`src/rtl/apa102_frame_tx_if.sv`:
```
// Bus bundle between the APA102 strand serializer and its upstream pattern generator.
// The master side is the pattern generator; the slave side is the serializer.
interface apa102_frame_tx_if #(
  parameter int IDXW = 4
);
  logic            start;
  logic [4:0]      globalbrightness;
  logic [IDXW-1:0] pix_idx;
  logic [23:0]     pix_rgb;
  logic            sck;
  logic            mosi;
  logic            busy;
  logic            done;

  modport master (
    output start, globalbrightness, pix_rgb,
    input  pix_idx, sck, mosi, busy, done
  );

  modport slave (
    input  start, globalbrightness, pix_rgb,
    output pix_idx, sck, mosi, busy, done
  );
endinterface

```
`src/rtl/apa102_frame_tx.sv`:
```
// APA102 strand serializer: one start frame, NUMLEDS LED frames and one end frame per
// accepted start, MSB first; pixel colours are fetched one LED ahead of the shifter.
module apa102_frame_tx #(
  parameter int NUMLEDS = 14,
  parameter int HALF    = 64,
  parameter int IDXW    = 4
) (
  input  logic              clk,
  input  logic              reset,
  apa102_frame_tx_if.slave  bus
);

  localparam int PW = $clog2(2 * HALF);
  localparam logic [PW-1:0]   PH_RISE  = PW'(HALF - 1);
  localparam logic [PW-1:0]   PH_LAST  = PW'(2 * HALF - 1);
  localparam logic [IDXW-1:0] LED_LAST = IDXW'(NUMLEDS - 1);

  localparam logic [1:0] ST_IDLE  = 2'd0;
  localparam logic [1:0] ST_START = 2'd1;
  localparam logic [1:0] ST_LED   = 2'd2;
  localparam logic [1:0] ST_END   = 2'd3;

  logic [1:0]      state;
  logic [PW-1:0]   phase;
  logic [4:0]      bit_cnt;
  logic [IDXW-1:0] led_cnt;
  logic [IDXW-1:0] pix_idx;
  logic [31:0]     shreg;
  logic [4:0]      bright;
  logic            sck;
  logic            done;

  logic        bit_end;
  logic [31:0] led_word;

  assign bit_end  = (phase == PH_LAST);
  assign led_word = {3'b111, bright, bus.pix_rgb};

  // NOTE: state is updated with non-blocking assignments and cleared by the async
  // reset, so an abandoned transfer leaves no trace and never pulses done.
  always_ff @(posedge clk or negedge reset) begin
    if (!reset) begin
      state   <= ST_IDLE;
      phase   <= '0;
      bit_cnt <= '0;
      led_cnt <= '0;
      pix_idx <= '0;
      shreg   <= '0;
      bright  <= '0;
      sck     <= 1'b0;
      done    <= 1'b0;
    end else begin
      done <= 1'b0;
      if (state == ST_IDLE) begin
        if (bus.start) begin
          state   <= ST_START;
          bright  <= bus.globalbrightness;
          phase   <= '0;
          bit_cnt <= '0;
          led_cnt <= '0;
          shreg   <= '0;
          sck     <= 1'b0;
        end
      end else if (!bit_end) begin
        phase <= phase + 1'b1;
        if (phase == PH_RISE) sck <= 1'b1;
      end else begin
        phase   <= '0;
        sck     <= 1'b0;
        bit_cnt <= bit_cnt + 1'b1;
        shreg   <= {shreg[30:0], 1'b0};

        // Present the next LED index for a full bit before its word is loaded.
        if (bit_cnt == 5'd30) begin
          if (state == ST_START)
            pix_idx <= '0;
          else if (state == ST_LED && led_cnt != LED_LAST)
            pix_idx <= led_cnt + 1'b1;
        end

        if (bit_cnt == 5'd31) begin
          case (state)
            ST_START: begin
              state   <= ST_LED;
              led_cnt <= '0;
              shreg   <= led_word;
            end
            ST_LED: begin
              if (led_cnt == LED_LAST) begin
                state <= ST_END;
                shreg <= '1;
              end else begin
                led_cnt <= led_cnt + 1'b1;
                shreg   <= led_word;
              end
            end
            default: begin
              state <= ST_IDLE;
              shreg <= '0;
              done  <= 1'b1;
            end
          endcase
        end
      end
    end
  end

  assign bus.pix_idx = pix_idx;
  assign bus.sck     = sck;
  assign bus.mosi    = shreg[31];
  assign bus.busy    = (state != ST_IDLE);
  assign bus.done    = done;

endmodule

```
`src/flat_wrapper.sv`:
```
// flat-port wrapper written by rule: the top's interface ports become plain ports
module apa102_frame_tx_flat 
#(
  parameter int NUMLEDS = 14,
  parameter int HALF    = 64,
  parameter int IDXW    = 4
)
  (clk, reset, bus_start, bus_globalbrightness, bus_pix_rgb, bus_pix_idx, bus_sck, bus_mosi, bus_busy, bus_done);
  apa102_frame_tx_if #(.IDXW(IDXW)) bus_i ();
  input  logic clk;
  input  logic reset;
  input wire logic [$bits(bus_i.start)-1:0] bus_start;
  input wire logic [$bits(bus_i.globalbrightness)-1:0] bus_globalbrightness;
  input wire logic [$bits(bus_i.pix_rgb)-1:0] bus_pix_rgb;
  output wire logic [$bits(bus_i.pix_idx)-1:0] bus_pix_idx;
  output wire logic [$bits(bus_i.sck)-1:0] bus_sck;
  output wire logic [$bits(bus_i.mosi)-1:0] bus_mosi;
  output wire logic [$bits(bus_i.busy)-1:0] bus_busy;
  output wire logic [$bits(bus_i.done)-1:0] bus_done;
  assign bus_i.start = bus_start;
  assign bus_i.globalbrightness = bus_globalbrightness;
  assign bus_i.pix_rgb = bus_pix_rgb;
  assign bus_pix_idx = bus_i.pix_idx;
  assign bus_sck = bus_i.sck;
  assign bus_mosi = bus_i.mosi;
  assign bus_busy = bus_i.busy;
  assign bus_done = bus_i.done;
  apa102_frame_tx #(.NUMLEDS(NUMLEDS), .HALF(HALF), .IDXW(IDXW)) u_core (.clk(clk), .reset(reset), .bus(bus_i));
endmodule
```
`config.mk`:
```
export PLATFORM = sky130hd
export DESIGN_NAME = apa102_frame_tx_flat
export DESIGN_NICKNAME = d
export VERILOG_FILES = /design/src/rtl/apa102_frame_tx_if.sv /design/src/rtl/apa102_frame_tx.sv /design/src/flat_wrapper.sv
export SDC_FILE = /design/constraint.sdc
export NUM_CORES = 1
export LEC_CHECK = 0
export BUFFER_PORTS_ARGS = -buffer_cell sky130_fd_sc_hd__buf_2
export CAP_MARGIN = 25
export CORE_ASPECT_RATIO = 0.5
export CORE_MARGIN = 2
export CORE_UTILIZATION = 59
export DETAILED_ROUTE_END_ITERATION = 12
export HOLD_SLACK_MARGIN = 0.1
export PLACE_DENSITY = 0.79
export SLEW_MARGIN = 25
export SYNTH_ARGS = -nofsm -noshare
export SYNTH_HDL_FRONTEND = slang
export SYNTH_SLANG_ARGS = --single-unit
```
`constraint.sdc`:
```
create_clock -name clk -period 2.5 [get_ports clk]
set_clock_uncertainty 0.15 [all_clocks]
set_input_delay 0.125 -clock clk [delete_from_list [all_inputs] [get_ports clk]]
set_output_delay 0.125 -clock clk [all_outputs]
set_load 0.02 [all_outputs]
```
# --- Word level (Yosys, flattened, before mapping) ---
# Cells that the tools add are included.
classes:
  bitwise: 1
  addsub: 3
  muxes: 34
  n_reduce_logical: 15
  eq_ne: 11
op_table:
  columns: ["cell", "count"]
  rows:
  - ["$mux W32", 4]
  - ["$pmux W32 S2", 1]
  - ["$mux W29", 1]
  - ["$mux W4", 7]
  - ["$mux W7", 3]
  - ["$mux W5", 3]
  - ["$eq A5 B5 Y1 const B", 2]
  - ["$mux W2", 5]
  - ["$mux W1", 8]
  - ["$pmux W4 S2", 1]
  - ["$reduce_and A4 Y1", 2]
  - ["$reduce_bool A2 Y1", 4]
  - ["$add A7 B1 Y7 const B", 1]
  - ["$eq A7 B6 Y1 const B", 1]
  - ["$eq A7 B7 Y1 const B", 1]
  - ["$ne A3 B2 Y1 const B", 2]
  - ["$reduce_and A2 Y1", 3]
  - ["$reduce_bool A3 Y1", 2]
  - ["$add A5 B1 Y5 const B", 1]
  - ["$reduce_and A5 Y1", 1]
  - ["$add A4 B1 Y4 const B", 1]
  - ["$eq A4 B4 Y1 const B", 1]
  - ["$ne A4 B4 Y1 const B", 1]
  - ["$pmux W2 S2", 1]
  - ["other kinds (7)", 7]
totals:
  wordCells: 73
  in_bits: 32
  output_inout_bits: 8
  ff_bits: 61

# --- Depth between registers and ports, before layout ---
logic_depth:
  ltp_word: 6
  ltp_mapped: 8
  ltp_nobuf: 7

# --- Worst setup path after synthesis ---
# OpenSTA, ideal clock, no wires.
synth_timing:
  kind: "register to register"
  from: "reg u_core.state[0]"
  to: "reg u_core.shreg[19]"
  path_stages_with_launch: 8
  required_time_ns: 2.226
  setup_ns: 0.124
  arrival_ns: 1.730
  n_path_buf: 2
  synth_period_minus_slack_ns: 2.004
  path_slack_ns: 0.496
  cell_sequence: "dfrtp_1 inv_1 ha_1 o21ai_0 clkbuf_1 buf_2 nor3_1 a211o_1"
synth_via:
  elab_chain_cells: 5
  elab_cells_between_ends: 10
  classes_between: "3 x eq/ne; 4 x mux; 3 x reduce/logical"
synth_lines:
  columns: ["item", "line_no", "text"]
  rows:
  - ["start: declaration", "apa102_frame_tx.sv:23", "logic [1:0] state;"]
  - ["start signal: assignment", "apa102_frame_tx.sv:43", "state <= ST_IDLE;"]
  - ["start signal: assignment", "apa102_frame_tx.sv:56", "state <= ST_START;"]
  - ["start signal: assignment", "apa102_frame_tx.sv:84", "state <= ST_LED;"]
  - ["$eq A2 B2 Y1 or $eq A2 B1 Y1 (tied branches)", "apa102_frame_tx.sv:82", "case (state)"]
  - ["$pmux W32 S2", "apa102_frame_tx.sv:82", null]
  - ["$mux W32", "apa102_frame_tx.sv:81", "if (bit_cnt == 5'd31) begin"]
  - ["$mux W32", "apa102_frame_tx.sv:64", "end else if (!bit_end) begin"]
  - ["$mux W32", "apa102_frame_tx.sv:54", "if (state == ST_IDLE) begin"]
  - ["end signal: assignment", "apa102_frame_tx.sv:71", "shreg <= {shreg[30:0], 1'b0};"]
  - ["end signal: assignment", "apa102_frame_tx.sv:86", "shreg <= led_word;"]
  - ["end signal: assignment", "apa102_frame_tx.sv:94", "shreg <= led_word;"]
  - ["end: declaration", "apa102_frame_tx.sv:28", "logic [31:0] shreg;"]
# Several ways; a longest one is shown, not always the timed one. The select of a mux whose other input is x is not followed.
# A chain may end at the register's enable or synchronous reset.

# --- Worst setup path after layout ---
layout_timing:
  from: "reg u_core.state[0]"
  to: "reg u_core.shreg[27]"
# The elaborated chain is that of the path after synthesis.

==> insert_results.sql <==
INSERT INTO impl_metrics (metric_group, metric, value, unit) VALUES
('finish', 'final.fill_count', '397', ''),
('cts', 'post-cts-setup-buffers', '0', ''),
('setup_path', 'critPathCaptureType', 'flop', ''),
('worst_hold_path', 'min-delay-path-class', 'in -> async', ''),
('routing', 'drt-initial-drc-count', '383', ''),
('sta', 'fin_crit_sh', '91.4', '%'),
('yosys', 'synth_top_area_cell', 'sky130_fd_sc_hd__dfrtp_1', ''),
('global_routing', 'initial_antenna_violation_count', '0', ''),
('finish', 'mostFrequentLayoutCells', 'sky130_fd_sc_hd__dfrtp_1, sky130_fd_sc_hd__nor2_1, sky130_fd_sc_hd__buf_2', ''),
('sta', 'worst_slew_margin_rel', '47.7', '%'),
('yosys', 'syn_avg_cell_area', '9.17', 'um2'),
('setup_path', 'path_class', 'reg -> reg', ''),
('finish', 'multi_input_comb_area', '1870', 'um2'),
('global_routing', 'grt_pass1_wl', '15000', 'um'),
('cts', 'clock_latency_on_the_worst_skew_pair', '330', 'ps'),
('yosys', 'synth.net_count', '432', ''),
('floorplan', 'ios', '40', ''),
('global_routing', 'grt_use_met3', '6.95', '%'),
('yosys', 'mappedNetlistArea', '3570', 'um2'),
('setup_path', 'setup.worst_path.start_class', 'flop', ''),
('yosys', 'synth-edff-count', '0', ''),
('floorplan', 'start_util', '63.1', '%'),
('placed_design', 'placement.io_buffers', '39', ''),
('placed_design', 'dp_hpwl', '5430', 'um'),
('cts', 'cts.sinks', '61', ''),
('cts', 'clock_tree.buffer_depth', '2', ''),
('finish', 'final_core_util', '78.5', '%'),
('sta', 'worst_pin_slew', '781', 'ps'),
('yosys', 'seq_area_frac_synth', '42.8', '%'),
('routing', 'viasPerCell', '6.46', ''),
('yosys', 'synth-seq-cells', '61', ''),
('setup_path', 'cp_data_required_time', '2560', 'ps'),
('yosys', 'postSynth.asyncResetShare', '100', '%'),
('power_and_ir_drop', 'power_density', '759', 'nW/um2'),
('cts', 'clk_root_buffer_cell', 'sky130_fd_sc_hd__clkbuf_16', ''),
('finish', 'layout_cell_share_with_drive_strength_beyond_1', '18.4', '%'),
('global_routing', 'maximum_number_of_pins_on_one_net_before_global_route_repair', '39', ''),
('run_status', 'outcome', 'finished clean', ''),
('routing', 'detail_route.wirelength', '9090', 'um'),
('setup_path', 'arrival_time_of_the_worst_setup_path', '2340', 'ps'),
('yosys', 'netlist_instances', '389', ''),
('finish', 'layout_commonest_cell', 'sky130_fd_sc_hd__dfrtp_1', ''),
('sta', 'post_route_setup_tns', '0', 'ps'),
('sta', 'highest_clock_frequency_the_design_can_meet', '438', 'MHz'),
('global_routing', 'groute.layer.met2.usage', '47.9', '%'),
('routing', 'number_of_antenna_violating_nets_in_the_routed_design', '0', ''),
('yosys', 'synth_area_leaders', 'sky130_fd_sc_hd__dfrtp_1, sky130_fd_sc_hd__a211o_1, sky130_fd_sc_hd__nand4b_1', ''),
('global_routing', 'grt_use_met1', '36.1', '%'),
('cts', 'cts.htree.levels', '3', ''),
('yosys', 'yosys_warnings', '0', ''),
('routing', 'first_pass_iters', '5', ''),
('power_and_ir_drop', 'power_leakage', '0.00209', 'uW'),
('finish', 'final-seq-area', '1530', 'um2'),
('finish', 'flow.area_growth_from_synthesis', '24.5', '%'),
('finish', 'antenna_diode_count', '0', ''),
('floorplan', 'fp-row-count', '19', ''),
('power_and_ir_drop', 'report.power.total', '3370', 'uW'),
('global_routing', 'globalRouteTotalUtil', '28.4', '%'),
('global_routing', 'grt_pass1_vias', '3215', ''),
('routing', 'wl_per_cell', '17.3', 'um'),
('global_routing', 'overflow', '0', ''),
('placed_design', 'place.gp.congestion', '0.871', ''),
('power_and_ir_drop', 'ir_drop', '0.676', 'mV'),
('sta', 'final_hold_viol_count', '0', ''),
('sta', 'grt_setup_unrepaired', 'no', ''),
('routing', 'route.vias.total', '3389', ''),
('cts', 'cts.reportedPaths.clkPinSlew', '50', 'ps'),
('global_routing', 'highest_utilization_routing_layer_at_the_global_route_stage', 'met2', ''),
('floorplan', 'core_area', '5660', 'um2'),
('cts', 'tritoncts', 'built', ''),
('floorplan', 'die_w', '114', 'um');
[area by class of cell]
class	count	share of cell area [%]
multi-input cells	285	42.2
flip-flops and latches	61	34.4
repair buffers	84	13.7
clock buffers	10	5.38
well taps	73	2.06
clock inverters	5	1.69
inverters	7	0.591
[cells in the mapped netlist, types with 2 or more instances]
library cell and n:
sky130_fd_sc_hd__nand2_1 14, sky130_fd_sc_hd__clkbuf_1 18, sky130_fd_sc_hd__a21oi_1 28, sky130_fd_sc_hd__and3_1 3
sky130_fd_sc_hd__nand3_1 13, sky130_fd_sc_hd__o22ai_1 5, sky130_fd_sc_hd__inv_1 6, sky130_fd_sc_hd__a31oi_1 2
sky130_fd_sc_hd__mux2_2 6, sky130_fd_sc_hd__o2bb2ai_1 2, sky130_fd_sc_hd__xor2_1 2, sky130_fd_sc_hd__buf_2 15
sky130_fd_sc_hd__nor3_1 30, sky130_fd_sc_hd__o31ai_1 3, sky130_fd_sc_hd__buf_1 2, sky130_fd_sc_hd__mux2_4 4
sky130_fd_sc_hd__o21ai_0 36, sky130_fd_sc_hd__nand4b_1 26, sky130_fd_sc_hd__ha_1 11, sky130_fd_sc_hd__nand2b_1 2
sky130_fd_sc_hd__nor2_1 42, sky130_fd_sc_hd__dfrtp_1 61, sky130_fd_sc_hd__xnor2_1 4, sky130_fd_sc_hd__a221o_1 2
sky130_fd_sc_hd__mux2i_1 5, sky130_fd_sc_hd__a211o_1 27
[registers in the layout, summed over array words and instances, names as in the netlist]
signal              cells
u_core.bit_cnt          5
u_core.bright           5
u_core.bus.done         1
u_core.bus.pix_idx      4
u_core.bus.sck          1
u_core.led_cnt          4
u_core.phase            7
u_core.shreg           32
u_core.state            2
[worst paths after layout]
check | cells after the start | from | end | slack (ps)
worst max-delay path | 8 | u_core.state[0] | u_core.shreg[27] | 220
worst min-delay path | 2 | reset | u_core.bit_cnt[0] | 100
worst max register to register | 8 | u_core.state[0] | u_core.shreg[27] | 220
worst min register to register | 2 | u_core.shreg[31] | u_core.shreg[31] | 330
max in group asynchronous | 3 | reset | u_core.shreg[19] | 1430
min in group clk | 2 | u_core.shreg[31] | u_core.shreg[31] | 330
[where the power goes]
part           switching, uW  total [uW]  internal, uW  leakage (uW)
clock                    429        1320           888      0.000158
sequential              77.0        1150          1070      0.000835
combinational            602         910           308       0.00109
[routing by layer]
metal	wire (um)	vias to the layer above
met4	186	0
met2	4290	192
li1	-	1553
met3	718	24
met1	3900	1620
met5	0	-
[cells by family (layout without fill, tap and decap cells)]
group / after synthesis / count (layout) / synth area share (%)
AND/OR/NAND/NOR: 140 / 140 / 21.4
AO/OA/AOI/OAI: 113 / 113 / 20.4
flip-flops: 61 / 61 / 42.8
buffers and inverters: 43 / 106 / 5.15
multiplexers: 15 / 15 / 4.98
adder cells (fa/ha/maj): 11 / 11 / 3.86
XOR/XNOR: 6 / 6 / 1.47
[stage by stage]
step / worst slack [ps] / instance area, um2 / std cells
after floorplan: 496 / 3570 / 389
after global placement: 79.8 / 3810 / 479
after detailed placement: 199 / 3810 / 479
after CTS: 200 / 4440 / 525
after global routing: 41.7 / 4440 / 525
final: 216 / 4440 / 525
[critical path, stage by stage (launching register included)]
cell and delay, ps:
sky130_fd_sc_hd__dfrtp_1 430, sky130_fd_sc_hd__inv_1 130, sky130_fd_sc_hd__ha_1 190, sky130_fd_sc_hd__buf_4 180
sky130_fd_sc_hd__clkinv_1 260, sky130_fd_sc_hd__nand4_2 190, sky130_fd_sc_hd__buf_4 260, sky130_fd_sc_hd__nor3_1 80
sky130_fd_sc_hd__a221o_1 280
[repair_timing]
action,in CTS,in global routing
endpoints found under the setup margin,0,1
hold endpoints to repair,96,0
hold buffers,31,0
resized for setup,0,1
Note: power is estimated with default switching activity, not from simulation.
